<file path="src/rtl/truth_table_sweeper.sv">
// truth_table_sweeper
//   Sequencer/checker for a small combinational boolean-expression block.
//   On start, walks every input vector 0 .. 2^N_IN-1 in ascending order,
//   holds each one for SETTLE cycles, samples the block's output in a
//   following one-cycle SAMPLE state and compares it with EXPECT_MASK.
//
// Ports
//   clk             rising-edge clock
//   rst_n           asynchronous reset, active low
//   start           begin a sweep (honoured only when idle)
//   abort           stop a running sweep, return to idle without done
//   dut_out         output of the block being swept
//   vec             input vector driven to the block ({x,y,w,z} for N_IN=4)
//   busy            high while a sweep is in progress
//   done            one-cycle pulse when a sweep completes
//   pass            1 when the completed sweep saw no mismatch
//   err_count       number of mismatching vectors
//   first_err_idx   index of the first mismatch (0 if none)
//   first_err_valid a mismatch has been recorded in this sweep
//   table_out       captured outputs, bit i = dut_out sampled for vec=i

module truth_table_sweeper #(
  parameter int                     N_IN        = 4,
  parameter int                     SETTLE      = 1,
  parameter logic [(1<<N_IN)-1:0]   EXPECT_MASK = 16'h230D
) (
  input  logic                   clk,
  input  logic                   rst_n,
  input  logic                   start,
  input  logic                   abort,
  input  logic                   dut_out,
  output logic [N_IN-1:0]        vec,
  output logic                   busy,
  output logic                   done,
  output logic                   pass,
  output logic [N_IN:0]          err_count,
  output logic [N_IN-1:0]        first_err_idx,
  output logic                   first_err_valid,
  output logic [(1<<N_IN)-1:0]   table_out
);

  localparam int NV    = 1 << N_IN;
  localparam int CNT_W = (SETTLE > 1) ? $clog2(SETTLE) : 1;

  // The counter is loaded with SETTLE-1 and the exit taken at zero, so a
  // vector spends exactly SETTLE cycles in SETTLE before its SAMPLE cycle.
  localparam logic [CNT_W-1:0] CNT_RELOAD = CNT_W'(SETTLE - 1);
  localparam logic [N_IN-1:0]  VEC_LAST   = N_IN'(NV - 1);

  typedef enum logic [1:0] {
    ST_IDLE,
    ST_SETTLE,
    ST_SAMPLE,
    ST_DONE
  } state_t;

  state_t             state, state_n;
  logic [CNT_W-1:0]   cnt, cnt_n;
  logic [N_IN-1:0]    vec_n;
  logic               busy_n;
  logic               done_n;
  logic               pass_n;
  logic [N_IN:0]      err_n;
  logic [N_IN-1:0]    fidx_n;
  logic               fvld_n;
  logic [NV-1:0]      table_n;
  logic               mismatch;

  always_ff @(posedge clk or negedge rst_n) begin
    if (!rst_n) begin
      state           <= ST_IDLE;
      cnt             <= '0;
      vec             <= '0;
      busy            <= 1'b0;
      done            <= 1'b0;
      pass            <= 1'b0;
      err_count       <= '0;
      first_err_idx   <= '0;
      first_err_valid <= 1'b0;
      table_out       <= '0;
    end else begin
      state           <= state_n;
      cnt             <= cnt_n;
      vec             <= vec_n;
      busy            <= busy_n;
      done            <= done_n;
      pass            <= pass_n;
      err_count       <= err_n;
      first_err_idx   <= fidx_n;
      first_err_valid <= fvld_n;
      table_out       <= table_n;
    end
  end

  always_comb begin
    state_n  = state;
    cnt_n    = cnt;
    vec_n    = vec;
    busy_n   = busy;
    done_n   = 1'b0;
    pass_n   = pass;
    err_n    = err_count;
    fidx_n   = first_err_idx;
    fvld_n   = first_err_valid;
    table_n  = table_out;
    mismatch = (dut_out != EXPECT_MASK[vec]);

    case (state)
      ST_IDLE: begin
        // abort outranks start when both arrive together.
        if (start && !abort) begin
          state_n = ST_SETTLE;
          vec_n   = '0;
          cnt_n   = CNT_RELOAD;
          busy_n  = 1'b1;
          pass_n  = 1'b0;
          err_n   = '0;
          fidx_n  = '0;
          fvld_n  = 1'b0;
          table_n = '0;
        end
      end

      ST_SETTLE: begin
        if (abort) begin
          state_n = ST_IDLE;
          busy_n  = 1'b0;
        end else if (cnt != '0) begin
          cnt_n = cnt - 1'b1;
        end else begin
          state_n = ST_SAMPLE;
        end
      end

      ST_SAMPLE: begin
        // An abort on the sampling edge discards that vector's capture.
        if (abort) begin
          state_n = ST_IDLE;
          busy_n  = 1'b0;
        end else begin
          table_n[vec] = dut_out;
          if (mismatch) begin
            err_n = err_count + 1'b1;
            if (!first_err_valid) begin
              fidx_n = vec;
              fvld_n = 1'b1;
            end
          end
          if (vec == VEC_LAST) begin
            state_n = ST_DONE;
            busy_n  = 1'b0;
            done_n  = 1'b1;
            pass_n  = (err_n == '0);
          end else begin
            vec_n   = vec + 1'b1;
            cnt_n   = CNT_RELOAD;
            state_n = ST_SETTLE;
          end
        end
      end

      ST_DONE: begin
        state_n = ST_IDLE;
      end

      default: begin
        state_n = ST_IDLE;
      end
    endcase
  end

endmodule

</file>
<file path="config.mk">
export PLATFORM = sky130hd
export DESIGN_NAME = truth_table_sweeper
export DESIGN_NICKNAME = d
export VERILOG_FILES = /design/src/rtl/truth_table_sweeper.sv
export SDC_FILE = /design/constraint.sdc
export NUM_CORES = 1
export LEC_CHECK = 0
export CAP_MARGIN = 25
export CORE_ASPECT_RATIO = 0.75
export CORE_MARGIN = 2
export CORE_UTILIZATION = 53
export CTS_BUF_LIST = sky130_fd_sc_hd__clkbuf_4
export DETAILED_ROUTE_END_ITERATION = 10
export GPL_ROUTABILITY_DRIVEN = 0
export GPL_TIMING_DRIVEN = 0
export MAX_ROUTING_LAYER = met4
export PLACE_DENSITY = 0.81
export SLEW_MARGIN = 20
export SYNTH_ARGS = -nofsm -noshare
export SYNTH_HDL_FRONTEND = slang
export SYNTH_SLANG_ARGS = --single-unit
</file>
<file path="constraint.sdc">
create_clock -name clk -period 2.35 [get_ports clk]
set_clock_uncertainty 0.05 [all_clocks]
set_input_delay 0.235 -clock clk [delete_from_list [all_inputs] [get_ports clk]]
set_output_delay 0.235 -clock clk [all_outputs]
set_load 0.01 [all_outputs]
</file>
==> Yosys cells after proc, flatten, opt, wreduce, memory -nomap -nowiden <==
Memories as Yosys holds them, arrays and structs flattened.
Cells that the tools add are included.
{ "word_totals": {"romBits": 16, "out_inout_bits": 33, "mem_count": 1, "reg_bits": 36} }
{ "op_classes": {"mux": 47, "n_eq_ne": 15, "addsub": 3, "reduce_logical": 15, "magnitude_cmp": 2} }
{ "memory_table": {"columns": ["memory", "words", "width", "rd", "rd_clocked_by_memory_dff", "wr", "line_no", "source"], "rows": [
  ["(name not given)", 16, 1, 1, 0, 0, "106", "mismatch = (dut_out != EXPECT_MASK[vec]);"]
]} }
{ "op_table": {"columns": ["cell", "count"], "rows": [
  ["two-way mux 16 bit", 2],
  ["one-hot mux 16 bit (2 select lines)", 1],
  ["two-way mux 5 bit", 5],
  ["two-way mux 4 bit", 6],
  ["two-way mux 1 bit", 18],
  ["bitwise mux 16 bit", 1],
  ["inequality test 2 bit, second input constant", 8],
  ["one-hot mux 4 bit (2 select lines)", 2],
  ["AND reduction 4 bit", 4],
  ["two-way mux 2 bit", 5],
  ["one-hot mux 5 bit (2 select lines)", 1],
  ["AND reduction 5 bit", 2],
  ["one-hot mux 2 bit (4 select lines)", 1],
  ["inequality test 3 bit, second input constant", 2],
  ["one-hot mux 1 bit (3 select lines)", 2],
  ["adder 5 x 1 -> 5 bit, second input constant", 1],
  ["logical NOT 5 bit", 1],
  ["< comparator 4 x 5 -> 1 bit, second input constant", 1],
  ["adder 4 x 1 -> 4 bit, second input constant", 1],
  ["demux 1 bit (select 4 bit)", 1],
  ["== test 2 bit, second input constant", 2],
  ["== test 4 bit, second input constant", 1],
  [">= comparator 4 x 1 -> 1 bit, second input constant", 1],
  ["one-hot mux 1 bit (2 select lines)", 2],
  ["10 further kinds", 11]
]} }

==> Logic depth before layout (Yosys ltp) <==
Gate-level depths: netlist (run 1).
{ "depth": {"depth_word": 10, "ltp_mapped": 9, "mapped_depth_nobuf": 7} }

==> Least setup slack after synthesis (run 1) <==
Ideal clock, no wire load.
{ "synth_path": {"kind": "register to register", "startpoint": "register vec[1]", "endpoint": "register first_err_idx[1]", "t_required_ps": 2176, "t_arrival_ps": 1928, "slack_ps": 248, "setup_ps": 124, "synth_period_minus_slack_ps": 2102, "path_stages_with_launch": 8, "path_cell_list": "dfrtp_1 -> inv_1 -> ha_1 -> nor2b_1 -> o31a_1 -> or2_1 -> a21oi_1 -> a211o_1"} }
{ "synth_via": {"elab_chain_cells": 5, "word_cells_on_any_way": 9, "classes_between": "2 x eq/ne; 5 x mux; 1 x reduce/logical; 1 x memory"} }
{ "synth_lines": {"columns": ["item", "line_no", "source"], "rows": [
  ["from (decl)", "32", "output logic [N_IN-1:0] vec,"],
  ["from (signal assigned)", "84", "vec <= vec_n;"],
  ["memory (16 x 1 bit)", null, null],
  ["two-way mux 1 bit (not written as such)", "106", null],
  ["inequality test 1 bit", "106", null],
  ["inequality test 2 bit (no source line)", null, null],
  ["AND reduction 5 bit (no source line)", null, null],
  ["to (signal assigned)", "89", "first_err_idx <= fidx_n;"],
  ["to (decl)", "37", "output logic [N_IN-1:0] first_err_idx,"]
]} }
Parallel ways exist; a longest one is shown, timed or not. The select of a mux whose other input is x is not followed.
A chain may end at the register's enable or synchronous reset.

==> Worst setup path after layout (run 1) <==
{ "layout_path": {"startpoint": "register vec[1]", "endpoint": "register pass"} }
{ "layout_via": {"elab_chain_cells": 10, "word_cells_on_any_way": 13, "classes_between": "3 x eq/ne; 7 x mux; 2 x reduce/logical; 1 x memory"} }
{ "layout_lines": {"columns": ["item", "line_no", "source"], "rows": [
  ["memory (16 x 1 bit)", null, null],
  ["two-way mux 1 bit (not written as such)", "106", null],
  ["inequality test 1 bit", "106", null],
  ["two-way mux 5 bit", "142", "if (mismatch) begin"],
  ["two-way mux 5 bit", "137", "if (abort) begin"],
  ["two-way mux 5 bit", "108", "case (state)"],
  ["logical NOT 5 bit", "153", "pass_n = (err_n == '0);"],
  ["two-way mux 1 bit", "149", "if (vec == VEC_LAST) begin"],
  ["two-way mux 1 bit", "137", null],
  ["one-hot mux 1 bit (2 select lines)", "108", null],
  ["to (signal assigned)", "87", "pass <= pass_n;"],
  ["to (decl)", "35", "output logic pass,"]
]} }
Parallel ways exist; a longest one is shown, timed or not. The select of a mux whose other input is x is not followed.

==> flow_summary.toml, run 1 <==
[status]
outcome = "finished clean"

[critical_path]
cp.arrival_ns = 2.50
critPathSlowestCell = "dfrtp_1"
r2r_cells = 7
end_kind = "flip-flop"
path_cells = "inv_1, ha_2, nor2b_4, o31a_1, or2_1, o41ai_2, a32o_1"
path_max_fanout = 7
r2r-start = "vec[1]"
critPathKind = "reg2reg"
rrSetupSlack_ns = 0.1
reg2reg_to = "pass"
start_kind = "flip-flop"
critPathMaxStageDelay_ns = 0.46
cp.required_ns = 2.60

[placement]
dpl-instance-area_um2 = 2350
post-dp-hpwl_mm = 3.38
io_buffers = 37
pre_cts_ws_ns = -0.0138
place_inst = 278

[synth]
yosys_register_bits = 35
ys_types = 45
netlist.area_leader.share_pct = 45.8
syn_inst = 200
synthesis.area_um2 = 1910
synth_enable_flop_cells = 0
synth_nets = 214
yosys-top-cells-area = "dfrtp_1 46%, ha_1 5.9%, nand2_1 5.5%, a32o_1 5.2%, nand3_1 3.7%"
synth-main-ff-cell = "dfrtp_1"
yosysSeqAreaShare_pct = 45.8
synth_commonest_cells = "35 x dfrtp_1, 28 x nand2_1, 14 x nand3_1, 14 x o21ai_0, 10 x a32o_1"
syn_area_per_cell_um2 = 9.57
async_flop_share_pct = 100
synth_warnings = 0
synth_top_area_cell = "dfrtp_1"
synth_most_common_cell = "dfrtp_1"

[sta]
worst_slack_ns = 0.0979
slew_headroom_pct = 66.6
setup_tns_ns = 0
setup_violations = 0
fmax_mhz = 444
rsz0062_at_grt = "yes"
fin_crit_sh_pct = 95.8
hold-worst-slack_ns = 0.152
slew_violations = 0
period_needed_ns = 2.25
worst_pin_slew_ns = 0.500
hold_viol_final = 0

[power]
p_total_mw = 1.70
leakage_nw = 1.05
p_int_mw = 1.05
switching_power_uw = 654
p_comb_share_pct = 37.3
seqPwrFrac_pct = 42.5
ir_worst_vdd_uv = 466
switching_share_pct = 38.5
p_clk_share_pct = 20.2
p_per_area_nw_per_um2 = 694

[cts]
clk_pin_slew_worst_paths_ns = 0.11
cts_htree_levels = 2
worstSkewPairLatency_ns = 0.35
cts_made_buffers = 5
root_buffer = "clkbuf_4"
clock_sinks = 35
cts_tree = "done"
cts_buffer_depth = 2

[finish]
postLayoutCoreUtil_pct = 72.5
regArea_um2 = 876
fillers = 281
multi_input_area_um2 = 992
stdcell_area_um2 = 2450
drive_gt1_share_pct = 10.9
area_growth_pct = 28.0
antennaDiodeCount = 0
nets = 260
layoutNonFillerInstCount = 287

[die]
start_util_pct = 56.6
die_width_um = 73.4
io_pins = 38
dieArea_um2 = 4110
core_um2 = 3380
die_h_um = 56.0
rows = 18

[global_route]
track_usage_pct = 25.4
grt_pass1_wl_mm = 7.89
antenna_found_initial = 0
grt_max_degree = 34
first_global_vias = 1616
overflow = 0

[job]
maxCapViolCount = 0

[drt]
wirelength_mm = 4.69
drtIter0Drc = 144
drc = 0
vias = 1720
drt.antenna.violating_nets = 0
dr.pass1.iters = 5
via_per_inst = 5.99
wl_per_cell_um = 16.4

[hold_path]
min_path_type = "in2async"
-- cell families after synthesis --
family,Yosys count,synth area share [%]
AOI/OAI and AO/OA,60,23.2
and+or+nand+nor,75,19.9
DFF,35,45.8
adders and majority gates,9,5.89
buffers and inverters,18,3.73
xor gates and xnor gates,2,0.916
muxes,1,0.523
-- sequential cells by signal, indices dropped and copies added, names as in the netlist --
register,cells
err_count,5
table_out,16
first_err_idx,4
first_err_valid,1
done,1
pass,1
busy,1
state,2
vec,4
-- layout by cell type, fill, tap and decap left out, types with 3 or more instances in the layout --
| cell | count |
|---|---|
| clkdlybuf4s50_1 | 36 |
| dfrtp_1 | 35 |
| nand2_1 | 28 |
| nand3_1 | 14 |
| o21ai_0 | 14 |
| a32o_1 | 10 |
| inv_1 | 9 |
| clkbuf_4 | 8 |
| ha_1 | 8 |
| nor2_1 | 6 |
| a21oi_1 | 6 |
| and3_1 | 5 |
| clkbuf_1 | 4 |
| nand2b_1 | 4 |
| buf_2 | 3 |
| a211oi_1 | 3 |
| o311ai_1 | 3 |
| o31ai_1 | 3 |
| o211ai_1 | 3 |
-- layer usage --
metal / routed length [um] / GRT usage (%) / part of all wire [%]
met2: 2070 / 34.9 / 44
met5: 0 / - / 0
met4: 40 / 7.01 / 0.85
met3: 275 / 5.43 / 5.9
met1: 2310 / 38.0 / 49
-- layout make-up --
type,instances,area share [%]
flip-flops and latches,35,35.8
plain buffers,8,1.48
inverters,9,1.38
multi-input cells,147,40.5
well taps,40,2.04
clock buffers,7,2.15
repair buffers,40,16.5
clock inverters,1,0.204
-- timing repair --
item                                   4_1_cts  5_1_grt
setup endpoints to repair                    2       19
hold buffers                                 1        0
resized for setup                            1        8
pin swaps                                    0        1
buffers inserted                             0        1
endpoints found under the hold margin       35        0
-- worst max-delay path: cells and delay by family (launching register included) --
family / cells / cell delay (ns)
adders and majority gates: 1 / 0.25
DFF: 1 / 0.46
and+or+nand+nor: 2 / 0.45
buffers and inverters: 1 / 0.13
AOI/OAI and AO/OA: 3 / 0.87
-- power by group through the flow --
stage | registers (mW) | logic, mW | clock network (mW)
4_1_cts | 0.720 | 0.612 | 0.346
2_1_floorplan | 0.739 | 0.364 | 0
3_3_place_gp | 0.729 | 0.585 | 0
6_report | 0.722 | 0.635 | 0.344
3_5_place_dp | 0.733 | 0.604 | 0
5_1_grt | 0.728 | 0.710 | 0.372
-- worst max-delay path by stage --
stage               slack (ns)                to  depth (start not counted)  startpoint
floorplan                 0.25  first_err_idx[1]                          7      vec[1]
global placement          0.04  first_err_idx[2]                          7      vec[1]
detailed placement       -0.01  first_err_idx[1]                          7      vec[1]
finish                     0.1              pass                          7      vec[1]
CTS                      0.006  first_err_idx[1]                          7      vec[1]
global route             -0.02      table_out[4]                          9    state[0]
Power figures use the tool's default switching activity.
==> run 2, diff against run 1 <==
- CELL_PAD_IN_SITES_DETAIL_PLACEMENT: default -> 1
- CELL_PAD_IN_SITES_GLOBAL_PLACEMENT: default -> 2
- CORE_UTILIZATION: 53 -> 33
==> run 2 against run 1 <==
  * Setup slack better by 0.054 ns
  * Via count up 1.5%
  * Die area up 56%
  * Critical path depth up 1
  * Design area up 3.9%
  * Core utilization down 26 points
  * Clock-buffer cell count unchanged
  * Critical path type unchanged
  * First-iteration DRC count down 72%
  * Combinational power up 7.7%
  * Sequential power about the same
  * Cell count up 13%
  * Maximum frequency up 2.5%
==> flow_summary.toml, run 2 (same netlist as run 1, synthesis figures left out) <==
[status]
outcome = "finished clean"

[global_route]
use_met1_pct = 28.5
use_met2_pct = 27.0
grt_pass1_wl_mm = 9.49
grt_max_degree = 20
overflow = 0
antenna_found_initial = 0
first_global_vias = 1777
use_met3_pct = 3.24
track_usage_pct = 19.3
grt-busiest-layer = "met1"

[die]
die_width_um = 91.9
dieArea_um2 = 6430
die_h_um = 69.9
start_util_pct = 35.0
core_um2 = 5470
rows = 23
io_pins = 38

[critical_path]
startpoint = "vec[1]"
cp.arrival_ns = 2.41
critPathMaxStageDelay_ns = 0.43
end_kind = "flip-flop"
critPathSlowestCell = "dfrtp_2"
start_kind = "flip-flop"
r2r-start = "vec[1]"
cp.required_ns = 2.57
critPathKind = "reg2reg"
path_max_fanout = 7
path_cells = "inv_1, ha_4, nor2b_4, o31a_1, buf_4, o2111ai_1, o41ai_2, a32o_1"

[sta]
fin_crit_sh_pct = 93.5
fmax_mhz = 455
slew_headroom_pct = 59.6
rsz0062_at_grt = "no"
worst_pin_slew_ns = 0.603
setup_violations = 0
hold_viol_final = 0
worst_slack_ns = 0.152
hold-worst-slack_ns = 0.287
slew_violations = 0
period_needed_ns = 2.20

[finish]
layout_common_cells = "36 x clkdlybuf4s50_1, 33 x dfrtp_1, 28 x nand2_1"
stdcell_area_um2 = 2540
final_common_cell = "clkdlybuf4s50_1"
nets = 262
largest_reg_flops = 16
fillers = 645
area_growth_pct = 33.0
drive_gt1_share_pct = 14.1
antennaDiodeCount = 0
postLayoutCoreUtil_pct = 46.5
top_regs = "table_out (16), err_count (5)"
largest-register = "table_out"

[drt]
drc = 0
wl_per_cell_um = 17.4
dr.pass1.iters = 4
vias = 1745
via_per_inst = 5.39
wirelength_mm = 5.62
drt.antenna.violating_nets = 0
drtIter0Drc = 41

[placement]
post-dp-hpwl_mm = 4.06
dpl-instance-area_um2 = 2400
io_buffers = 37
pre_cts_ws_ns = -0.113

[job]
maxCapViolCount = 0

[cts]
clk_pin_slew_worst_paths_ns = 0.13
cts_tree = "done"
root_buffer = "clkbuf_4"
cts_buffer_depth = 2
worstSkewPairLatency_ns = 0.36
cts_made_buffers = 5
cts_htree_levels = 2
clock_sinks = 35

[power]
leakage_nw = 1.06
p_total_mw = 1.77
ir_worst_vdd_uv = 380
p_per_area_nw_per_um2 = 696

[hold_path]
min_path_type = "in2async"
## run 2: cell type report
cell class	count	area [um2]	area share [%]
well taps	75	93.8	3.69
flip-flops and latches	35	878	34.5
clock inverters	1	5.00	0.197
inverters	9	33.8	1.33
repair buffers	42	425	16.7
multi-input cells	147	1020	40.0
plain buffers	8	37.5	1.47
clock buffers	7	52.6	2.06
## run 2: power breakdown
group	internal (mW)	switching, mW
combinational	0.267	0.418
clock	0.140	0.223
sequential	0.660	0.0649
## run 2: metrics by stage
step	setup TNS, ns	std cells
finish	0	324
global route	0	324
CTS	-0.00721	322
detailed placement	-0.623	313
global placement	-0.541	312
floorplan	0	200
## run 2: routing by layer
layer / vias up / share of wire, % / wire (um)
li1: 836 / - / -
met1: 866 / 52 / 2940
met2: 35 / 44 / 2460
met3: 8 / 2.6 / 147
met4: 0 / 1.3 / 71
met5: - / 0 / 0
## run 2: timing repair
action / CTS / global route
setup buffers: 0 / 3
endpoints found under the hold margin: 16 / 0
hold buffers: 1 / 0
resized for setup: 4 / 16
pin swaps: 0 / 3
endpoints found under the setup margin: 9 / 17
## run 2: final timing paths
check	slack, ns	depth (start not counted)	end
setup / recovery	0.15	8	pass
max in group asynchronous	1.51	3	table_out[9]
hold / removal	0.29	2	err_count[2]
hold reg to reg	0.44	2	busy
min in group clk	0.44	2	busy
setup reg to reg	0.15	8	pass
## run 2: critical path: cells and delay by family, from the launching register on
family                     cells  cell delay, ns
AOI/OAI and AO/OA              4            0.99
DFF                            1            0.43
buffers and inverters          2            0.29
adders and majority gates      1            0.21
and+or+nand+nor                1            0.15
